`src/rtl/axi_lite_pkg.sv`:
```
// Shared AXI4-Lite definitions.
// Contents: the read response encodings and the state encoding of the read slave.
package axi_lite_pkg;

    localparam logic [1:0] RESP_OKAY   = 2'b00;
    localparam logic [1:0] RESP_EXOKAY = 2'b01;
    localparam logic [1:0] RESP_SLVERR = 2'b10;
    localparam logic [1:0] RESP_DECERR = 2'b11;

    typedef enum logic [1:0] {
        RD_IDLE = 2'd0,  // waiting for an address
        RD_WAIT = 2'd1,  // counting the register-file read latency
        RD_RESP = 2'd2   // RVALID held until the master takes the beat
    } rd_state_e;

endpackage : axi_lite_pkg

```
`src/rtl/axi_lite_read_data_slave_if.sv`:
```
// AXI4-Lite read-address and read-data channels.
// slave modport : ARVALID/ARADDR/ARPROT/RREADY in, ARREADY/RVALID/RDATA/RRESP out.
// master modport: the mirror image.
interface axi_lite_read_data_slave_if #(
    parameter int ADDR_WIDTH = 32,
    parameter int DATA_WIDTH = 32
) ();

    logic                  ARVALID;
    logic                  ARREADY;
    logic [ADDR_WIDTH-1:0] ARADDR;
    logic [2:0]            ARPROT;
    logic                  RVALID;
    logic                  RREADY;
    logic [DATA_WIDTH-1:0] RDATA;
    logic [1:0]            RRESP;

    modport slave (
        input  ARVALID, ARADDR, ARPROT, RREADY,
        output ARREADY, RVALID, RDATA, RRESP
    );

    modport master (
        output ARVALID, ARADDR, ARPROT, RREADY,
        input  ARREADY, RVALID, RDATA, RRESP
    );

endinterface : axi_lite_read_data_slave_if

```
`src/rtl/axi_lite_read_data_slave.sv`:
```
// AXI4-Lite slave read path with a single outstanding transaction.
// Accepts an AR beat, decodes it into a register index, strobes a fixed-latency
// register-file read and returns the word (or an error response) on R.
// Ports:
//   ACLK, ARESETn : clock, asynchronous active-low reset
//   bus           : AR/R channels (slave modport)
//   rd_en/rd_addr : register-file read strobe and word index
//   rd_data       : register-file output, valid RD_LATENCY cycles after rd_en
module axi_lite_read_data_slave
    import axi_lite_pkg::*;
#(
    parameter int                    ADDR_WIDTH   = 32,
    parameter int                    DATA_WIDTH   = 32,
    parameter int                    NUM_REGS     = 16,
    parameter logic [ADDR_WIDTH-1:0] BASE_ADDR    = '0,
    parameter int                    RD_LATENCY   = 1,
    parameter bit                    REQUIRE_PRIV = 1'b0
) (
    input  logic                        ACLK,
    input  logic                        ARESETn,
    axi_lite_read_data_slave_if.slave   bus,
    output logic                        rd_en,
    output logic [$clog2(NUM_REGS)-1:0] rd_addr,
    input  logic [DATA_WIDTH-1:0]       rd_data
);

    localparam int IDX_W = $clog2(NUM_REGS);

    rd_state_e             state_q, state_d;
    logic [2:0]            cnt_q, cnt_d;
    logic [DATA_WIDTH-1:0] rdata_q, rdata_d;
    logic [1:0]            rresp_q, rresp_d;
    logic                  rst_done_q;

    logic                  ar_hs;
    logic [ADDR_WIDTH-1:0] off;
    logic [ADDR_WIDTH-1:0] idx_full;
    logic                  in_range;
    logic                  prot_ok;
    logic                  unused_bits;

    // ARREADY waits one edge after reset release so the first handshake never
    // lands on the release edge itself.
    assign bus.ARREADY = (state_q == RD_IDLE) && rst_done_q;
    assign bus.RVALID  = (state_q == RD_RESP);
    assign bus.RDATA   = rdata_q;
    assign bus.RRESP   = rresp_q;

    assign ar_hs = bus.ARVALID && bus.ARREADY;

    // Word index relative to BASE_ADDR; the byte offset bits are dropped.
    assign off      = bus.ARADDR - BASE_ADDR;
    assign idx_full = {2'b00, off[ADDR_WIDTH-1:2]};
    assign in_range = (bus.ARADDR >= BASE_ADDR) && (idx_full < ADDR_WIDTH'(NUM_REGS));
    assign prot_ok  = !REQUIRE_PRIV || bus.ARPROT[0];

    assign rd_en   = ar_hs && in_range && prot_ok;
    assign rd_addr = idx_full[IDX_W-1:0];

    assign unused_bits = ^{off[1:0], bus.ARPROT[2:1]};

    always_comb begin
        // NOTE: every always_comb target gets a default first so no path can infer a latch.
        state_d = state_q;
        cnt_d   = cnt_q;
        rdata_d = rdata_q;
        rresp_d = rresp_q;
        unique case (state_q)
            RD_IDLE: begin
                if (ar_hs) begin
                    if (!in_range) begin
                        // Decode error wins over a protection error.
                        state_d = RD_RESP;
                        rdata_d = '0;
                        rresp_d = RESP_DECERR;
                    end else if (!prot_ok) begin
                        state_d = RD_RESP;
                        rdata_d = '0;
                        rresp_d = RESP_SLVERR;
                    end else begin
                        state_d = RD_WAIT;
                        cnt_d   = 3'(RD_LATENCY);
                    end
                end
            end
            RD_WAIT: begin
                cnt_d = cnt_q - 3'd1;
                // cnt_q==1 is the cycle in which rd_data is valid.
                if (cnt_q == 3'd1) begin
                    state_d = RD_RESP;
                    rdata_d = rd_data;
                    rresp_d = RESP_OKAY;
                end
            end
            RD_RESP: begin
                if (bus.RREADY) begin
                    state_d = RD_IDLE;
                end
            end
            default: state_d = RD_IDLE;
        endcase
    end

    // NOTE: sequential state uses non-blocking assignments so every flop samples pre-edge values.
    always_ff @(posedge ACLK or negedge ARESETn) begin
        if (!ARESETn) begin
            state_q    <= RD_IDLE;
            cnt_q      <= '0;
            rdata_q    <= '0;
            rresp_q    <= RESP_OKAY;
            rst_done_q <= 1'b0;
        end else begin
            state_q    <= state_d;
            cnt_q      <= cnt_d;
            rdata_q    <= rdata_d;
            rresp_q    <= rresp_d;
            rst_done_q <= 1'b1;
        end
    end

endmodule : axi_lite_read_data_slave

```
`src/flat_wrapper.sv`:
```
// flat-port wrapper written by rule: the top's interface ports become plain ports
module axi_lite_read_data_slave_flat import axi_lite_pkg::*;
#(
    parameter int                    ADDR_WIDTH   = 32,
    parameter int                    DATA_WIDTH   = 32,
    parameter int                    NUM_REGS     = 16,
    parameter logic [ADDR_WIDTH-1:0] BASE_ADDR    = '0,
    parameter int                    RD_LATENCY   = 1,
    parameter bit                    REQUIRE_PRIV = 1'b0
)
  (ACLK, ARESETn, rd_en, rd_addr, rd_data, bus_ARVALID, bus_ARADDR, bus_ARPROT, bus_RREADY, bus_ARREADY, bus_RVALID, bus_RDATA, bus_RRESP);
  axi_lite_read_data_slave_if #(.ADDR_WIDTH(ADDR_WIDTH), .DATA_WIDTH(DATA_WIDTH)) bus_i ();
  input  logic ACLK;
  input  logic ARESETn;
  output logic rd_en;
  output logic [$clog2(NUM_REGS)-1:0] rd_addr;
  input  logic [DATA_WIDTH-1:0] rd_data;
  input wire logic [$bits(bus_i.ARVALID)-1:0] bus_ARVALID;
  input wire logic [$bits(bus_i.ARADDR)-1:0] bus_ARADDR;
  input wire logic [$bits(bus_i.ARPROT)-1:0] bus_ARPROT;
  input wire logic [$bits(bus_i.RREADY)-1:0] bus_RREADY;
  output wire logic [$bits(bus_i.ARREADY)-1:0] bus_ARREADY;
  output wire logic [$bits(bus_i.RVALID)-1:0] bus_RVALID;
  output wire logic [$bits(bus_i.RDATA)-1:0] bus_RDATA;
  output wire logic [$bits(bus_i.RRESP)-1:0] bus_RRESP;
  assign bus_i.ARVALID = bus_ARVALID;
  assign bus_i.ARADDR = bus_ARADDR;
  assign bus_i.ARPROT = bus_ARPROT;
  assign bus_i.RREADY = bus_RREADY;
  assign bus_ARREADY = bus_i.ARREADY;
  assign bus_RVALID = bus_i.RVALID;
  assign bus_RDATA = bus_i.RDATA;
  assign bus_RRESP = bus_i.RRESP;
  axi_lite_read_data_slave #(.ADDR_WIDTH(ADDR_WIDTH), .DATA_WIDTH(DATA_WIDTH), .NUM_REGS(NUM_REGS), .BASE_ADDR(BASE_ADDR), .RD_LATENCY(RD_LATENCY), .REQUIRE_PRIV(REQUIRE_PRIV)) u_core (.ACLK(ACLK), .ARESETn(ARESETn), .bus(bus_i), .rd_en(rd_en), .rd_addr(rd_addr), .rd_data(rd_data));
endmodule
```
`config.mk`:
```
export PLATFORM = sky130hd
export DESIGN_NAME = axi_lite_read_data_slave_flat
export DESIGN_NICKNAME = d
export VERILOG_FILES = /design/src/rtl/axi_lite_pkg.sv /design/src/rtl/axi_lite_read_data_slave_if.sv /design/src/rtl/axi_lite_read_data_slave.sv /design/src/flat_wrapper.sv
export SDC_FILE = /design/constraint.sdc
export NUM_CORES = 1
export LEC_CHECK = 0
export CAP_MARGIN = 20
export CORE_ASPECT_RATIO = 0.7
export CORE_UTILIZATION = 42
export DETAILED_ROUTE_END_ITERATION = 10
export PLACE_DENSITY = 0.86
export SLEW_MARGIN = 30
export SYNTH_ARGS = -nofsm -noshare
export SYNTH_HDL_FRONTEND = slang
export SYNTH_SLANG_ARGS = --single-unit
```
`constraint.sdc`:
```
create_clock -name ACLK -period 3.6 [get_ports ACLK]
set_input_delay 1.08 -clock ACLK [delete_from_list [all_inputs] [get_ports ACLK]]
set_output_delay 1.08 -clock ACLK [all_outputs]
set_load 0.005 [all_outputs]
```
==> metrics.csv, run 1 <==
stage,metric,value,unit
place,Port Buffer Count,98,
global_route,Total GRT Usage,0.2374,
global_route,first-pass GRT wire length,9494,um
floorplan,# IOs,112,
yosys,Yosys reg bits,39,
floorplan,Die ar.,5186,um2
sta,Final WS setup,0.04820,ns
worst_setup_path,Setup Crit Path Kind,primary input to primary output,
clock_tree,"CTS clk-pin slew, worst paths",0.08,ns
sta,final worst path period share,0.9866,
sta,Final min period,3.552,ns
routing,initial detailed-routing violation count,188,
pwr,P per Cell Area,282.1,nW/um2
clock_tree,CTS hold repair buffers,0,
worst_setup_path,"Max FO, Critical Path",2,
routing,Routed Antenna Nets,0,
yosys,Synth Flop Type,dfrtp_1,
clock_tree,CTS tree,built,
floorplan,Die X,85.65,um
global_route,Overflow after GRT,0,
floorplan,Starting Density,0.4541,
hold_path,hold crit path type,flip-flop to flip-flop,
sta,Final Hold Viols,0,
cells_and_area,Filler cells,365,
yosys,register area share after synthesis,0.4745,
clock_tree,CTS buffer count,5,
worst_setup_path,Worst setup EP type,primary output,
yosys,synthesized net count,313,
cells_and_area,Area Overhead vs Synth,57.66,%
worst_setup_path,Worst EP required,2.52,ns
clock_tree,CTS Sinks,39,
sta,Finish-stage setup viols,0,
routing,vias,2149,
outcome,outcome,completed,
yosys,instance count of the mapped netlist,240,
yosys,Post-synth EDFFs,0,
routing,Residual DRC,0,
clock_tree,clk_lat worst skew,0.30,ns
yosys,synth unique cells,30,
routing,first drt pass iteration count,4,
sta,Peak Freq,281.5,MHz
pwr,Leak,1.376,nW
sta,"Slew Viols, Final",0,
place,post-place setup slack,-0.3778,ns
floorplan,Core ar.,4529,um2
clock_tree,H-tree depth,2,
floorplan,Rows,20,
sta,Fin Clk Skew,0.004861,ns
yosys,mapped cell area,2057,um2
sta,WHS,0.5380,ns
global_route,initial antenna violation count,0,
yosys,Synth async-reset ratio,1.000,
cells_and_area,# diodes,0,
sta,worst-margin pin slew,0.6360,ns
cells_and_area,proportion of layout cells with a drive suffix above 1,0.09063,
routing,final wirelength,6163,um
flow_run,total of max-cap violations,0,
clock_tree,CTS Buffer Depth,2,
global_route,number of global-route vias before repair,2094,
worst_setup_path,crit path DAT,2.47,ns
clock_tree,clock root buffer,clkbuf_8,
routing,WL/cell,15.52,um
place,RePlAce Congestion,0.7695,
sta,Slew headroom,0.5760,
routing,vias per inst,5.413,
pwr,Max VDD drop,164.0,uV
place,DP HPWL,4098,um
global_route,largest net degree at the start of global routing,40,
yosys,syn avg cell area,8.571,um2
yosys,Syn. warnings,0,
cells_and_area,nets@finish,403,
floorplan,die height,60.55,um
worst_setup_path,Setup crit start kind,primary input,
-- cell type report --
type                    count  area, um2  area share
inverters                   4      15.01    0.004630
flip-flops and latches     39      975.9      0.3009
repair buffers            107       1104      0.3403
clock buffers               8      100.1     0.03086
multi-input cells         173      965.9      0.2978
well taps                  66      82.58     0.02546
-- path summary, 6_finish.rpt --
kind	start	end	slack (ns)	cells after the start
worst min-delay path	u_core.bus.RDATA[5]	u_core.bus.RDATA[5]	0.54	2
worst min register to register	u_core.bus.RDATA[5]	u_core.bus.RDATA[5]	0.54	2
worst max-delay path	bus_ARADDR[17]	rd_en	0.05	6
worst max register to register	u_core.state_q[0]	u_core.bus.RDATA[22]	1.70	5
max in group asynchronous	ARESETn	u_core.bus.RDATA[21]	2.50	1
min in group asynchronous	ARESETn	u_core.bus.RDATA[29]	0.75	1
-- synthesized netlist by cell type, types with 3 or more instances --
cell / n / share of area
nand2_1: 66 / 0.12
nor4_1: 6 / 0.018
nor3_1: 3 / 0.0073
inv_1: 4 / 0.0073
dfrtp_1: 39 / 0.47
nor2_1: 6 / 0.011
buf_4: 5 / 0.018
clkbuf_1: 13 / 0.024
o211ai_1: 30 / 0.11
buf_6: 4 / 0.022
a21oi_1: 5 / 0.012
nand3_1: 34 / 0.083
-- state kept, by name, summed over array words and instances, names as in the netlist --
signal             cells
u_core.state_q         2
u_core.rst_done_q      1
u_core.bus.RRESP       1
u_core.bus.RDATA      32
u_core.cnt_q           3
-- routing by layer --
layer / part of all wire / GRT usage / vias up
met5: 0 / 0 / -
met4: 0.0034 / 0.03333 / 0
met3: 0.080 / 0.08027 / 2
met2: 0.48 / 0.4206 / 85
met1: 0.44 / 0.2955 / 1047
li1: - / - / 1015
-- worst max-delay path, cell delays in order --
cell	delay, ns
clkdlybuf4s50_1	0.42
nor4_2	0.18
nand3_1	0.18
or2_4	0.27
nor4_2	0.19
buf_2	0.15
-- cell families (layout without fill, tap and decap cells) --
kind of cell,count (synthesis),after routing,synth area share
adders and majority gates,2,2,0.01216
other,1,1,0.001823
DFF,39,39,0.4745
and+or+nand+nor,124,124,0.2713
buffers and inverters,28,119,0.07603
AOI/OAI and AO/OA,46,46,0.1642
-- through the flow --
| stage | cell area [um2] | total power, W | TNS (ns) | std cells | util |
|---|---|---|---|---|---|
| finish | 3243 | 0.0009150 | 0 | 397 | 0.7160 |
| global placement | 3053 | 0.0005944 | -0.3918 | 388 | 0.6740 |
| global route | 3243 | 0.0009568 | -0.04569 | 397 | 0.7160 |
| floorplan | 2057 | 0.0004974 | 0 | 240 | - |
| detailed placement | 3054 | 0.0005964 | -0.3778 | 388 | 0.6743 |
| CTS | 3169 | 0.0009235 | 0 | 397 | 0.6997 |
-- power breakdown --
| part | leakage [nW] | switching, W | internal (W) |
|---|---|---|---|
| Sequential | 0.523 | 0.00000705 | 0.000442 |
| Combinational | 0.801 | 0.0000604 | 0.0000786 |
| Clock | 0.0515 | 0.000152 | 0.000175 |
| Total | 1.38 | 0.000220 | 0.000695 |
-- placed cells by master (no fill, tap or decap), drive strengths merged --
| master | instances |
|---|---|
| a21o | 1 |
| a21oi | 5 |
| a221o | 1 |
| a22o | 1 |
| a22oi | 2 |
| a31oi | 1 |
| and2 | 1 |
| buf | 11 |
| clkbuf | 8 |
| clkdlybuf4s50 | 76 |
| conb | 1 |
| dfrtp | 39 |
| dlymetal6s2s | 20 |
| ha | 2 |
| inv | 4 |
| nand2 | 66 |
| nand2b | 2 |
| nand3 | 34 |
| nand3b | 2 |
| nand4 | 1 |
| nor2 | 6 |
| nor2b | 1 |
| nor3 | 3 |
| nor4 | 7 |
| o211ai | 32 |
| o21ai | 3 |
| or2 | 1 |
-- timing repair --
action,4_1_cts,5_1_grt
hold endpoints to repair,0,0
setup endpoints to repair,1,1
resized for setup,6,24
pin swaps,2,10
setup buffers,1,0
cloned,0,0
Power figures use the tool's default switching activity.
==> run 2: changes to the inputs <==
Settings changed: CORE_UTILIZATION 42 to 40, PLACE_DENSITY 0.86 to 0.82, SKIP_LAST_GASP set to 1.
==> run 2 against run 1 <==
Routed wire length down 3.3%. Combinational power about the same. Flip-flop and latch count unchanged. Clock skew increased by 0.0017 ns. Global-route usage down 0.61 points. Via count grew 1.1%. Maximum frequency is 0.51% higher. Design area up 2.6%. Final cell count is 3.5% higher.
==> metrics.csv, run 2 (synthesis gave the netlist of run 1 again) <==
stage,metric,value,unit
worst_setup_path,Setup crit start kind,primary input,
pwr,Max VDD drop,145.9,uV
hold_path,hold crit path type,flip-flop to flip-flop,
floorplan,Starting Density,0.4232,
clock_tree,CTS Sinks,39,
floorplan,Rows,21,
cells_and_area,max reg flops,32,
pwr,PnR Total Power,0.0009406,W
global_route,Total GRT Usage,0.2313,
routing,initial detailed-routing violation count,132,
place,DP HPWL,3962,um
clock_tree,CTS hold repair buffers,0,
place,RePlAce Congestion,0.7653,
cells_and_area,"commonest non-fill, non-tap cell in the layout",clkdlybuf4s50_1,
routing,vias,2172,
sta,setup TNS,0,ns
flow_run,total of max-cap violations,0,
clock_tree,clock root buffer,clkbuf_8,
routing,vias per inst,5.285,
routing,Routed Antenna Nets,0,
sta,Final min period,3.534,ns
sta,Fin Clk Skew,0.006554,ns
clock_tree,clk_lat worst skew,0.29,ns
global_route,initial antenna violation count,0,
floorplan,die height,62.00,um
worst_setup_path,"Max FO, Critical Path",2,
global_route,number of global-route vias before repair,2137,
worst_setup_path,Worst setup EP type,primary output,
sta,Final WS setup,0.06614,ns
worst_setup_path,Setup Crit Path Kind,primary input to primary output,
worst_setup_path,Worst EP required,2.52,ns
sta,"Slew Viols, Final",0,
sta,Finish-stage setup viols,0,
floorplan,Core ar.,4861,um2
routing,Residual DRC,0,
cells_and_area,proportion of layout cells with a drive suffix above 1,0.1170,
global_route,Overflow after GRT,0,
place,post-place setup slack,-0.3985,ns
sta,Final Hold Viols,0,
worst_setup_path,crit path DAT,2.45,ns
sta,Slew headroom,0.4748,
cells_and_area,# diodes,0,
sta,WHS,0.5347,ns
sta,worst-margin pin slew,0.7878,ns
global_route,largest net degree at the start of global routing,40,
routing,WL/cell,14.50,um
routing,first drt pass iteration count,4,
clock_tree,"CTS clk-pin slew, worst paths",0.07,ns
floorplan,# IOs,112,
clock_tree,CTS buffer count,5,
cells_and_area,nets@finish,415,
floorplan,Die ar.,5438,um2
clock_tree,H-tree depth,2,
pwr,P per Cell Area,282.6,nW/um2
place,Port Buffer Count,98,
sta,Peak Freq,283.0,MHz
pwr,Leak,1.430,nW
routing,final wirelength,5961,um
cells_and_area,final core utilization,0.6847,
global_route,first-pass GRT wire length,9501,um
clock_tree,CTS Buffer Depth,2,
floorplan,Die X,87.71,um
sta,final worst path period share,0.9816,
cells_and_area,Area Overhead vs Synth,61.80,%
cells_and_area,"commonest non-fill, non-tap cells in the layout","75 x clkdlybuf4s50_1, 66 x nand2_1, 39 x dfrtp_1, 34 x nand3_1, 30 x o211ai_1",
clock_tree,CTS tree,built,
outcome,outcome,completed,
-- run 2: changes by cell type in the layout (fill, tap and decap cells not counted), sizes merged --
cell / change
buf: +12
clkbuf: -2
bufinv: +1
clkdlybuf4s50: -1
dlymetal6s2s: +1
-- run 2: metal layers --
metal / wire length [um] / global-route usage / part of all wire
met5: 0 / 0 / 0
met4: 84 / 0.1171 / 0.014
met2: 2715 / 0.3588 / 0.46
met3: 491 / 0.06209 / 0.082
met1: 2670 / 0.3039 / 0.45
-- run 2: repair_timing --
item	in CTS	in global routing
resized for setup	6	25
cloned	0	0
setup endpoints to repair	1	5
setup buffers	11	0
pin swaps	2	10
hold endpoints to repair	0	0
-- run 2: through the flow --
| stage | instances | cell area [um2] |
|---|---|---|
| after detailed placement | 393 | 3059 |
| after global placement | 393 | 3059 |
| after CTS | 411 | 3252 |
| final | 411 | 3328 |
| after floorplan | 240 | 2057 |
| after global routing | 411 | 3328 |
-- run 2: critical path, stage by stage --
cell and delay (ns):
clkdlybuf4s50_1 0.41, nor4_1 0.19, nand3_1 0.15, or2_1 0.26, nor4_2 0.21, buf_2 0.15
-- run 2: report_power, final --
part	internal, W	switching (W)
clock network	0.000203	0.000150
registers	0.000442	0.00000776
logic	0.0000784	0.0000595
-- run 2: layout make-up --
cell class / instances / area [um2]
fillers: 369 / 1533
repair buffers: 119 / 1184
flip-flops and latches: 39 / 975.9
multi-input cells: 173 / 964.7
well taps: 69 / 86.33
clock buffers: 6 / 72.57
clock inverters: 1 / 30.03
inverters: 4 / 15.01
-- run 2: path summary, 6_finish.rpt --
| path | start | to | slack [ns] | cells past startpoint |
|---|---|---|---|---|
| max in group asynchronous | ARESETn | u_core.state_q[1] | 2.50 | 1 |
| min | u_core.bus.RDATA[5] | u_core.bus.RDATA[5] | 0.53 | 2 |
| max | bus_ARADDR[19] | rd_en | 0.07 | 6 |
| max reg2reg | u_core.state_q[0] | u_core.bus.RDATA[9] | 1.37 | 5 |
| min reg2reg | u_core.bus.RDATA[5] | u_core.bus.RDATA[5] | 0.53 | 2 |
| min in group asynchronous | ARESETn | u_core.bus.RDATA[25] | 0.74 | 1 |
